**src/rtl/pipeline_output_merger.sv**
```systemverilog
// pipeline_output_merger
// Merges the two lanes of the dual-pipeline wrapper into one valid/ready
// stream. Each lane is buffered in a small FIFO. Lanes are served
// round-robin, and the presented lane is held while the consumer stalls.
// The pipelines cannot be back-pressured, so a full lane drops its input.
// Optional feature: define MERGE_DROP_CNT_EN to add saturating per-lane
// drop counters (drop_cnt_1, drop_cnt_2) for overflow drops.
module pipeline_output_merger #(
    parameter int DATA_W = 32,
    parameter int DEPTH  = 4
) (
    input  logic              clk,
    input  logic              reset,
    input  logic [DATA_W-1:0] in_data_1,
    input  logic [DATA_W-1:0] in_data_2,
    input  logic [1:0]        in_valid,
    input  logic              flush_1,
    input  logic              flush_2,
    output logic [DATA_W-1:0] out_data,
    output logic              out_lane,
    output logic              out_valid,
    input  logic              out_ready,
    output logic [1:0]        lane_full
`ifdef MERGE_DROP_CNT_EN
    ,
    output logic [15:0]       drop_cnt_1,
    output logic [15:0]       drop_cnt_2
`endif
);

    localparam int PTR_W = $clog2(DEPTH);
    localparam int CNT_W = PTR_W + 1;

    logic [DATA_W-1:0] mem_r    [2][DEPTH];
    logic [PTR_W-1:0]  wr_ptr_r [2];
    logic [PTR_W-1:0]  rd_ptr_r [2];
    logic [CNT_W-1:0]  count_r  [2];
    logic [DATA_W-1:0] wdata_s  [2];

    logic [1:0] flush_s;
    logic [1:0] not_empty_s;
    logic [1:0] full_s;
    logic [1:0] push_s;
    logic [1:0] pop_s;
    logic       handshake_s;
    logic       sel_lane_s;
    logic       lock_r;
    logic       lock_lane_r;
    logic       last_served_r;

    assign wdata_s[0] = in_data_1;
    assign wdata_s[1] = in_data_2;
    assign flush_s    = {flush_2, flush_1};
    assign lane_full  = full_s;

    // Per-lane occupancy flags derived from the stored counts.
    always_comb begin
        for (int i = 0; i < 2; i++) begin
            not_empty_s[i] = (count_r[i] != CNT_W'(0));
            full_s[i]      = (count_r[i] == CNT_W'(DEPTH));
        end
    end

    // Lane arbitration: a held lane wins, otherwise round-robin on a tie.
    always_comb begin
        sel_lane_s = 1'b0;
        if (lock_r) begin
            sel_lane_s = lock_lane_r;
        end else if (&not_empty_s) begin
            sel_lane_s = ~last_served_r;
        end else if (not_empty_s[1]) begin
            sel_lane_s = 1'b1;
        end else begin
            sel_lane_s = 1'b0;
        end
    end

    // Present the head of the selected FIFO; zero data when nothing is queued.
    always_comb begin
        out_valid = not_empty_s[sel_lane_s];
        out_lane  = sel_lane_s;
        if (out_valid) begin
            out_data = mem_r[sel_lane_s][rd_ptr_r[sel_lane_s]];
        end else begin
            out_data = {DATA_W{1'b0}};
        end
    end

    // Pop/push qualification. A full lane that is popped this cycle still
    // accepts the write, and a flush overrides any write.
    always_comb begin
        handshake_s = out_valid & out_ready;
        pop_s[0]    = handshake_s & ~sel_lane_s;
        pop_s[1]    = handshake_s & sel_lane_s;
        for (int i = 0; i < 2; i++) begin
            push_s[i] = in_valid[i] & (~full_s[i] | pop_s[i]) & ~flush_s[i];
        end
    end

    // FIFO storage writes. The data array needs no reset because the
    // count gates visibility.
    always_ff @(posedge clk) begin
        for (int i = 0; i < 2; i++) begin
            if (push_s[i]) begin
                mem_r[i][wr_ptr_r[i]] <= wdata_s[i];
            end
        end
    end

    // FIFO pointers and counts. A flush discards everything left in the lane.
    always_ff @(posedge clk or posedge reset) begin
        if (reset) begin
            for (int i = 0; i < 2; i++) begin
                wr_ptr_r[i] <= PTR_W'(0);
                rd_ptr_r[i] <= PTR_W'(0);
                count_r[i]  <= CNT_W'(0);
            end
        end else begin
            for (int i = 0; i < 2; i++) begin
                if (flush_s[i]) begin
                    wr_ptr_r[i] <= PTR_W'(0);
                    rd_ptr_r[i] <= PTR_W'(0);
                    count_r[i]  <= CNT_W'(0);
                end else begin
                    if (push_s[i]) begin
                        wr_ptr_r[i] <= wr_ptr_r[i] + PTR_W'(1);
                    end
                    if (pop_s[i]) begin
                        rd_ptr_r[i] <= rd_ptr_r[i] + PTR_W'(1);
                    end
                    case ({push_s[i], pop_s[i]})
                        2'b10:   count_r[i] <= count_r[i] + CNT_W'(1);
                        2'b01:   count_r[i] <= count_r[i] - CNT_W'(1);
                        default: count_r[i] <= count_r[i];
                    endcase
                end
            end
        end
    end

    // Round-robin history and the stall lock. The lock is not taken on a
    // lane that is being flushed, so a flushed lane never stays selected.
    always_ff @(posedge clk or posedge reset) begin
        if (reset) begin
            lock_r        <= 1'b0;
            lock_lane_r   <= 1'b0;
            last_served_r <= 1'b1;
        end else if (handshake_s) begin
            lock_r        <= 1'b0;
            last_served_r <= sel_lane_s;
        end else if (out_valid && !flush_s[sel_lane_s]) begin
            lock_r      <= 1'b1;
            lock_lane_r <= sel_lane_s;
        end else begin
            lock_r <= 1'b0;
        end
    end

`ifdef MERGE_DROP_CNT_EN
    logic [1:0] drop_s;

    // Overflow drops only. Inputs rejected because of a flush are not counted.
    always_comb begin
        for (int i = 0; i < 2; i++) begin
            drop_s[i] = in_valid[i] & full_s[i] & ~pop_s[i] & ~flush_s[i];
        end
    end

    // Saturating drop counters, cleared only by reset.
    always_ff @(posedge clk or posedge reset) begin
        if (reset) begin
            drop_cnt_1 <= 16'h0000;
            drop_cnt_2 <= 16'h0000;
        end else begin
            if (drop_s[0] && (drop_cnt_1 != 16'hFFFF)) begin
                drop_cnt_1 <= drop_cnt_1 + 16'h0001;
            end
            if (drop_s[1] && (drop_cnt_2 != 16'hFFFF)) begin
                drop_cnt_2 <= drop_cnt_2 + 16'h0001;
            end
        end
    end
`endif

endmodule

```
**config.mk**
```make
export PLATFORM = sky130hd
export DESIGN_NAME = pipeline_output_merger
export DESIGN_NICKNAME = d
export VERILOG_FILES = /design/src/rtl/pipeline_output_merger.sv
export SDC_FILE = /design/constraint.sdc
export NUM_CORES = 1
export LEC_CHECK = 0
export CAP_MARGIN = 5
export CELL_PAD_IN_SITES_DETAIL_PLACEMENT = 1
export CELL_PAD_IN_SITES_GLOBAL_PLACEMENT = 2
export CORE_ASPECT_RATIO = 1.1
export CORE_MARGIN = 2
export CORE_UTILIZATION = 45
export DETAILED_ROUTE_END_ITERATION = 16
export MAX_ROUTING_LAYER = met4
export PLACE_DENSITY = 0.95
export REMOVE_ABC_BUFFERS = 1
export SLEW_MARGIN = 30
export SYNTH_ARGS = -nofsm -noshare
export SYNTH_HDL_FRONTEND = slang
export SYNTH_SLANG_ARGS = --single-unit
```
**constraint.sdc**
```tcl
create_clock -name clk -period 5.6 [get_ports clk]
set_clock_uncertainty 0.1 [all_clocks]
set_input_delay 0.56 -clock clk [delete_from_list [all_inputs] [get_ports clk]]
set_output_delay 0.56 -clock clk [all_outputs]
set_load 0.05 [all_outputs]
```
==> metrics.md <==
| Metric | Value |
|---|---|
| Outcome | `finished, final reports clean` |
| Flops & latches, synth | `between 200 and 300` |
| Port bufs | `106` |
| GRT met1 Usage | `26.8%` |
| Final setup viols | `0` |
| Dpl hpwl | `16.0 mm` |
| CP Data Required Time | `4940 ps` |
| Post-Syn Area per Cell | `15.7 um2` |
| Slowest cell delay on critical path | `870 ps` |
| Rel. slew slack | `approximately 34%` |
| FF-to-FF Start | `count_r[0]` |
| Mapped Cells | `726` |
| Htree depth | `1` |
| DRT Pass-1 Iters | `4` |
| Synth cell types | `43` |
| Critical path fanouts, max | `64` |
| Vias in the first global route | `7315` |
| CTS clk-pin slew, worst paths | `60 ps` |
| Layout Nets | `900` |
| Final hold violations | `0` |
| VDD IR-drop max | `0.000840 V` |
| Boundary Pins | `107` |
| WL/cell | `around 24 um` |
| Setup WS post-layout | `approximately 760 ps` |
| Grt total ovfl | `0` |
| Leading area contributor after synthesis | `edfxtp_1` |
| Via total after detailed routing | `6614` |
| Min Tclk post-route | `4840 ps` |
| Max-slew violations | `0` |
| M2 GR Usage | `37.7%` |
| Synth area leaders | `edfxtp_1, mux2i_1, dfrtp_1` |
| Gpl congestion | `between 0.7 and 0.8` |
| Crit path capture type | `output port` |
| CTS tree | `done` |
| Pre-CTS setup slack | `1390 ps` |
| Die Area | `roughly 0.027 mm2` |
| Post-DRT Antenna Nets | `0` |
| Max-Cap Viols | `0` |
| GR Util met3 | `3.55%` |
| Most frequent cell after synthesis | `edfxtp_1` |
| Slew @ Worst Pin | `about 1000 ps` |
| Drc violations | `0` |
| Mapped cell area | `0.0114 mm2` |
| Fin util | `a little over half` |
| Post-CTS setup buffers | `0` |
| Max Buffers Root-to-Sink | `3` |
| Cts repair resizes | `0` |
| CTS root buffer | `clkbuf_16` |
| Die width | `156 um` |
| First-pass GRT wire length | `42.4 mm` |
| Top post-synthesis cells by count | `edfxtp_1, mux2i_1, a21oi_1` |
| Post-Route WL | `27.9 mm` |
| Share of layout cells above drive strength 1 | `between 10% and 20%` |
| RSZ-0062 raised after global routing | `false` |
| Crit path DAT | `4180 ps` |
| Row Count | `61` |
| Total track usage | `21.7%` |
| Via density | `5.72` |
| Cell-by-cell trace of the critical path | `or3_4, a211oi_4, mux2i_4, buf_4, o211ai_1, a21oi_1, clkdlybuf4s50_1` |
| Initial core utilization | `45.4%` |
| Fin crit share | `86.4%` |
| Power density cells | `595 mW/mm2` |
| Iter 0 DRT Violations | `424` |
| Post-synth EDFFs | `256` |
| Crit path kind | `register to output port` |
| Critical path's slowest cell | `clkdlybuf4s50_1` |
| Core box area | `0.0250 mm2` |
| Clock sink count | `273` |
| CP startpoint | `count_r[3]` |
| Area Growth Syn to Fin | `19.7%` |
| Seq/Total Area, Yosys | `around 71%` |
| Pleak | `0.00440 uW` |
| Largest net degree at the start of global routing | `approximately 140` |
| Die Height | `171 um` |
| Max Clk Rate | `207 MHz` |
| Synth async-reset ratio | `6.23%` |
| Initial antenna violation count | `1` |
| Later-pin clock latency in the skew report | `540 ps` |
| Ys Warns | `0` |
| Yosys top cell area share | `67.6%` |
| Dominant synthesized flop cell | `edfxtp_1` |
| GRT busiest layer | `met2` |
| Worst min path class | `input port to asynchronous set/reset pin` |
| TritonCTS Buffers | `28` |
| Startpoint Class | `register` |
| # hold bufs at CTS | `0` |
routing by layer:
layer	vias to the layer above	wire length, um
met5	-	0
met4	0	439
met3	31	1240
met2	148	14400
met1	3423	11800
li1	3012	-
flip-flops by register name (all words and copies together), names as in the netlist:
| register | count |
|---|---|
| wr_ptr_r | 4 |
| count_r | 6 |
| rd_ptr_r | 4 |
| mem_r | 256 |
| last_served_r | 1 |
| lock_lane_r | 1 |
| lock_r | 1 |
power breakdown:
| part | total (uW) | switching (uW) | internal [uW] | leakage (uW) |
|---|---|---|---|---|
| clock network | 1870 | 749 | 1120 | 0.000445 |
| logic | 3640 | 2430 | 1210 | 0.00141 |
| registers | 2580 | 209 | 2370 | 0.00254 |
| total | 8100 | 3390 | 4710 | 0.00440 |
through the flow:
step / hold slack (ps) / std cells / power (uW) / instance area (um2) / setup TNS (ps)
CTS: 346 / 1155 / 8170 / 13600 / 0
floorplan: 385 / 679 / 4960 / 11200 / -105610
detailed placement: 439 / 1104 / 6260 / 12700 / 0
global route: 389 / 1156 / 8450 / 13600 / 0
finish: 328 / 1156 / 8100 / 13600 / 0
global placement: 426 / 1104 / 6170 / 12700 / 0
area by class of cell:
type                       instances  area, um2
antenna                            1       2.50
clock buffer                      35        748
clock inverter                    16        173
fill                            2370      11400
inverter                          11       41.3
multi-input combinational        395       3030
sequential                       273       8120
tap                              315        394
timing repair buffer             110       1100
layout by cell type, fill, tap and decap left out, drive strengths merged, types with 7 or more instances in the layout:
cell type / instances
mux2: 32
nor3: 7
a21oi: 41
o21ai: 8
and2: 8
clkdlybuf4s50: 106
nor2: 14
clkinv: 11
clkbuf: 35
ha: 8
o211ai: 32
mux2i: 68
a211oi: 34
inv: 11
nand2: 38
a211o: 33
edfxtp: 256
dfrtp: 16
nor2b: 34
worst max-delay path: cells and delay by family (launching register included):
| family | cells | cell delay, ps |
|---|---|---|
| AOI/OAI and AO/OA | 3 | 940 |
| buffers and inverters | 2 | 1530 |
| DFF | 1 | 440 |
| muxes | 1 | 270 |
| and+or+nand+nor | 1 | 440 |
cells by family after synthesis:
kind of cell / share of synthesized area, %
buffers and inverters: 2.29
adder cells (fa/ha/maj): 1.23
XOR/XNOR: 0.385
AND/OR/NAND/NOR: 5.19
multiplexers: 9.26
flip-flops: 71.4
AO/OA/AOI/OAI: 10.3
path summary, 6_finish.rpt:
kind | endpoint | slack (ps) | cells after the start
worst max-delay path | out_data[14] | 760 | 7
worst min-delay path | lock_lane_r | 330 | 2
worst max register to register | count_r[2] | 2340 | 8
worst min register to register | last_served_r | 440 | 2
max in group asynchronous | rd_ptr_r[2] | 4550 | 2
min in group clk | last_served_r | 440 | 2
Note: power is estimated with default switching activity, not from simulation.
==> patch (same settings) <==
Build with the macro `MERGE_DROP_CNT_EN` defined.
--- a/src/rtl/pipeline_output_merger.sv
+++ b/src/rtl/pipeline_output_merger.sv
@@ -5,6 +5,8 @@
 // The pipelines cannot be back-pressured, so a full lane drops its input.
 // Optional feature: define MERGE_DROP_CNT_EN to add saturating per-lane
 // drop counters (drop_cnt_1, drop_cnt_2) for overflow drops.
+`define MERGE_DROP_CNT_EN
+
 module pipeline_output_merger #(
     parameter int DATA_W = 32,
     parameter int DEPTH  = 4
Formal check against the unedited RTL (old outputs only; new: drop_cnt_1 and drop_cnt_2): no difference found for any inputs over 4 cycles, from zero or initial values and one cycle with reset high; that may be too few to reach the edited logic, so the function may still have changed.
==> patch against the original RTL <==
- final area increased by 15%
- count of clock-buffer cells in the layout increased by 10
- setup slack better by 90 ps
- wire length rose by 14%
- sequential cell count is 32 higher
- clock power grew 7%
- synthesized cell count up 24%
- area after synthesis up 14%
- maximum frequency increased by 1.9%
- critical path depth rose by 1
- largest cell class unchanged
- critical endpoint is now out_data[30]
- first-iteration DRC count grew 36%
- power up 5.2%
- largest power group unchanged
==> patch: results (changes against the original RTL) <==
Async SR Flop Fraction 16.07% (+9.8 points); Peak supply drop 0.0004817 V (-43%); drt total wl 31700 um (+14%); critical path data arrival time 4090 ps (-90 ps); largest cells by area after synthesis edfxtp_1 (59%), dfrtp_1 (9.3%), mux2i_1 (7.7%); Sw Pwr 0.003556 W (+4.8%); antenna violations before repair 3 (+2); FF-to-FF path depth 7 (-1); first-pass GRT wire length 49740 um (+17%); WL met3 1566 um (+26%); Reg2Reg Setup Slack 2790 ps (+450 ps); sequential-to-total area share from yosys stat 68.93% (-2.4 points); type of the worst min-delay path reg2reg; via count 7977 (+21%); relative slew slack 37.53% (+3.7 points); CP Capture Point out_data[30]; pre-CTS setup slack 1384 ps (-5.310 ps); largest net degree at the start of global routing 65 (-52%); Unique masters post-synth 54 (+26%); worst reg2reg endpoint count_r[3]; DRT Pass-1 Iters 5 (+1); Final GP Congestion 0.7801 (+7.2%); Final #Nets 1117 (+24%); CTS Buf Count 34 (+21%); crit path launch count_r[1]; post-DP HPWL 18860 um (+18%); GR Util met3 3.945% (+0.40 points); reported leakage power 5.433 nW (+23%); DR iter-0 viols 576 (+36%); DRT met1 WL 13440 um (+14%); CTS Buffer Depth 3 (unchanged); met1 Track Usage GR 27.08% (+0.23 points); Commonest cells post-synth edfxtp_1 (256), mux2i_1 (99), nand2_1 (78), nand3_1 (51), dfrtp_1 (48); PortBufs 138 (+30%); htree depth 2 (+1); Top Family by Delay on Critical Path buffers and inverters; status complete, no violations; layout cells sized above 1 7.474% (-3.4 points); gr usage total 21.75% (about the same)
==> patch: changes by cell type in the layout (fill, tap and decap cells not counted), moves of 6 or more <==
cell / delta
xor2_1: +20
o211ai_1: -29
nand2b_1: +6
clkbuf_16: +6
nand2_1: +41
mux2_2: -28
nand3_1: +47
mux2i_1: +32
nor2_1: +14
nand4_1: +8
clkdlybuf4s50_1: +32
dfrtp_1: +32
xnor2_1: +11
==> patch: metrics by stage <==
step	hold WS, ps	cell area (um2)	cells	util (%)
after floorplan	395.6	12730	852	-
after global placement	383.5	14650	1365	51.45
after detailed placement	394.8	14680	1366	51.56
after CTS	406.7	15670	1425	55.05
after global routing	431.2	15680	1428	55.09
final	400.2	15680	1428	55.09
==> patch: power by group through the flow <==
stage | Sequential [W] | Combinational [W] | Clock, W
after floorplan | 0.00294 | 0.00236 | 0
after global placement | 0.00291 | 0.00352 | 0
after detailed placement | 0.00293 | 0.00362 | 0
after CTS | 0.00288 | 0.00365 | 0.00205
after global routing | 0.00291 | 0.00385 | 0.00214
final | 0.00288 | 0.00363 | 0.00201
==> patch: area by class of cell <==
| cell class | instances | area, um2 |
|---|---|---|
| diodes | 3 | 7.507 |
| clock buffers | 45 | 913.4 |
| inverters | 14 | 55.05 |
| repair buffers | 146 | 1449 |
| fillers | 2790 | 12780 |
| flip-flops and latches | 305 | 8922 |
| multi-input cells | 533 | 3796 |
| well taps | 368 | 460.4 |
| clock inverters | 14 | 78.83 |
==> patch: logic make-up after synthesis <==
group / count (synthesis) / share of synthesized area, %
xor+xnor: 36 / 2.438
buf+inv: 62 / 2.003
fa+ha+maj: 12 / 1.277
simple gates: 252 / 9.868
compound gates: 127 / 7.121
mux: 106 / 8.359
flops: 305 / 68.93
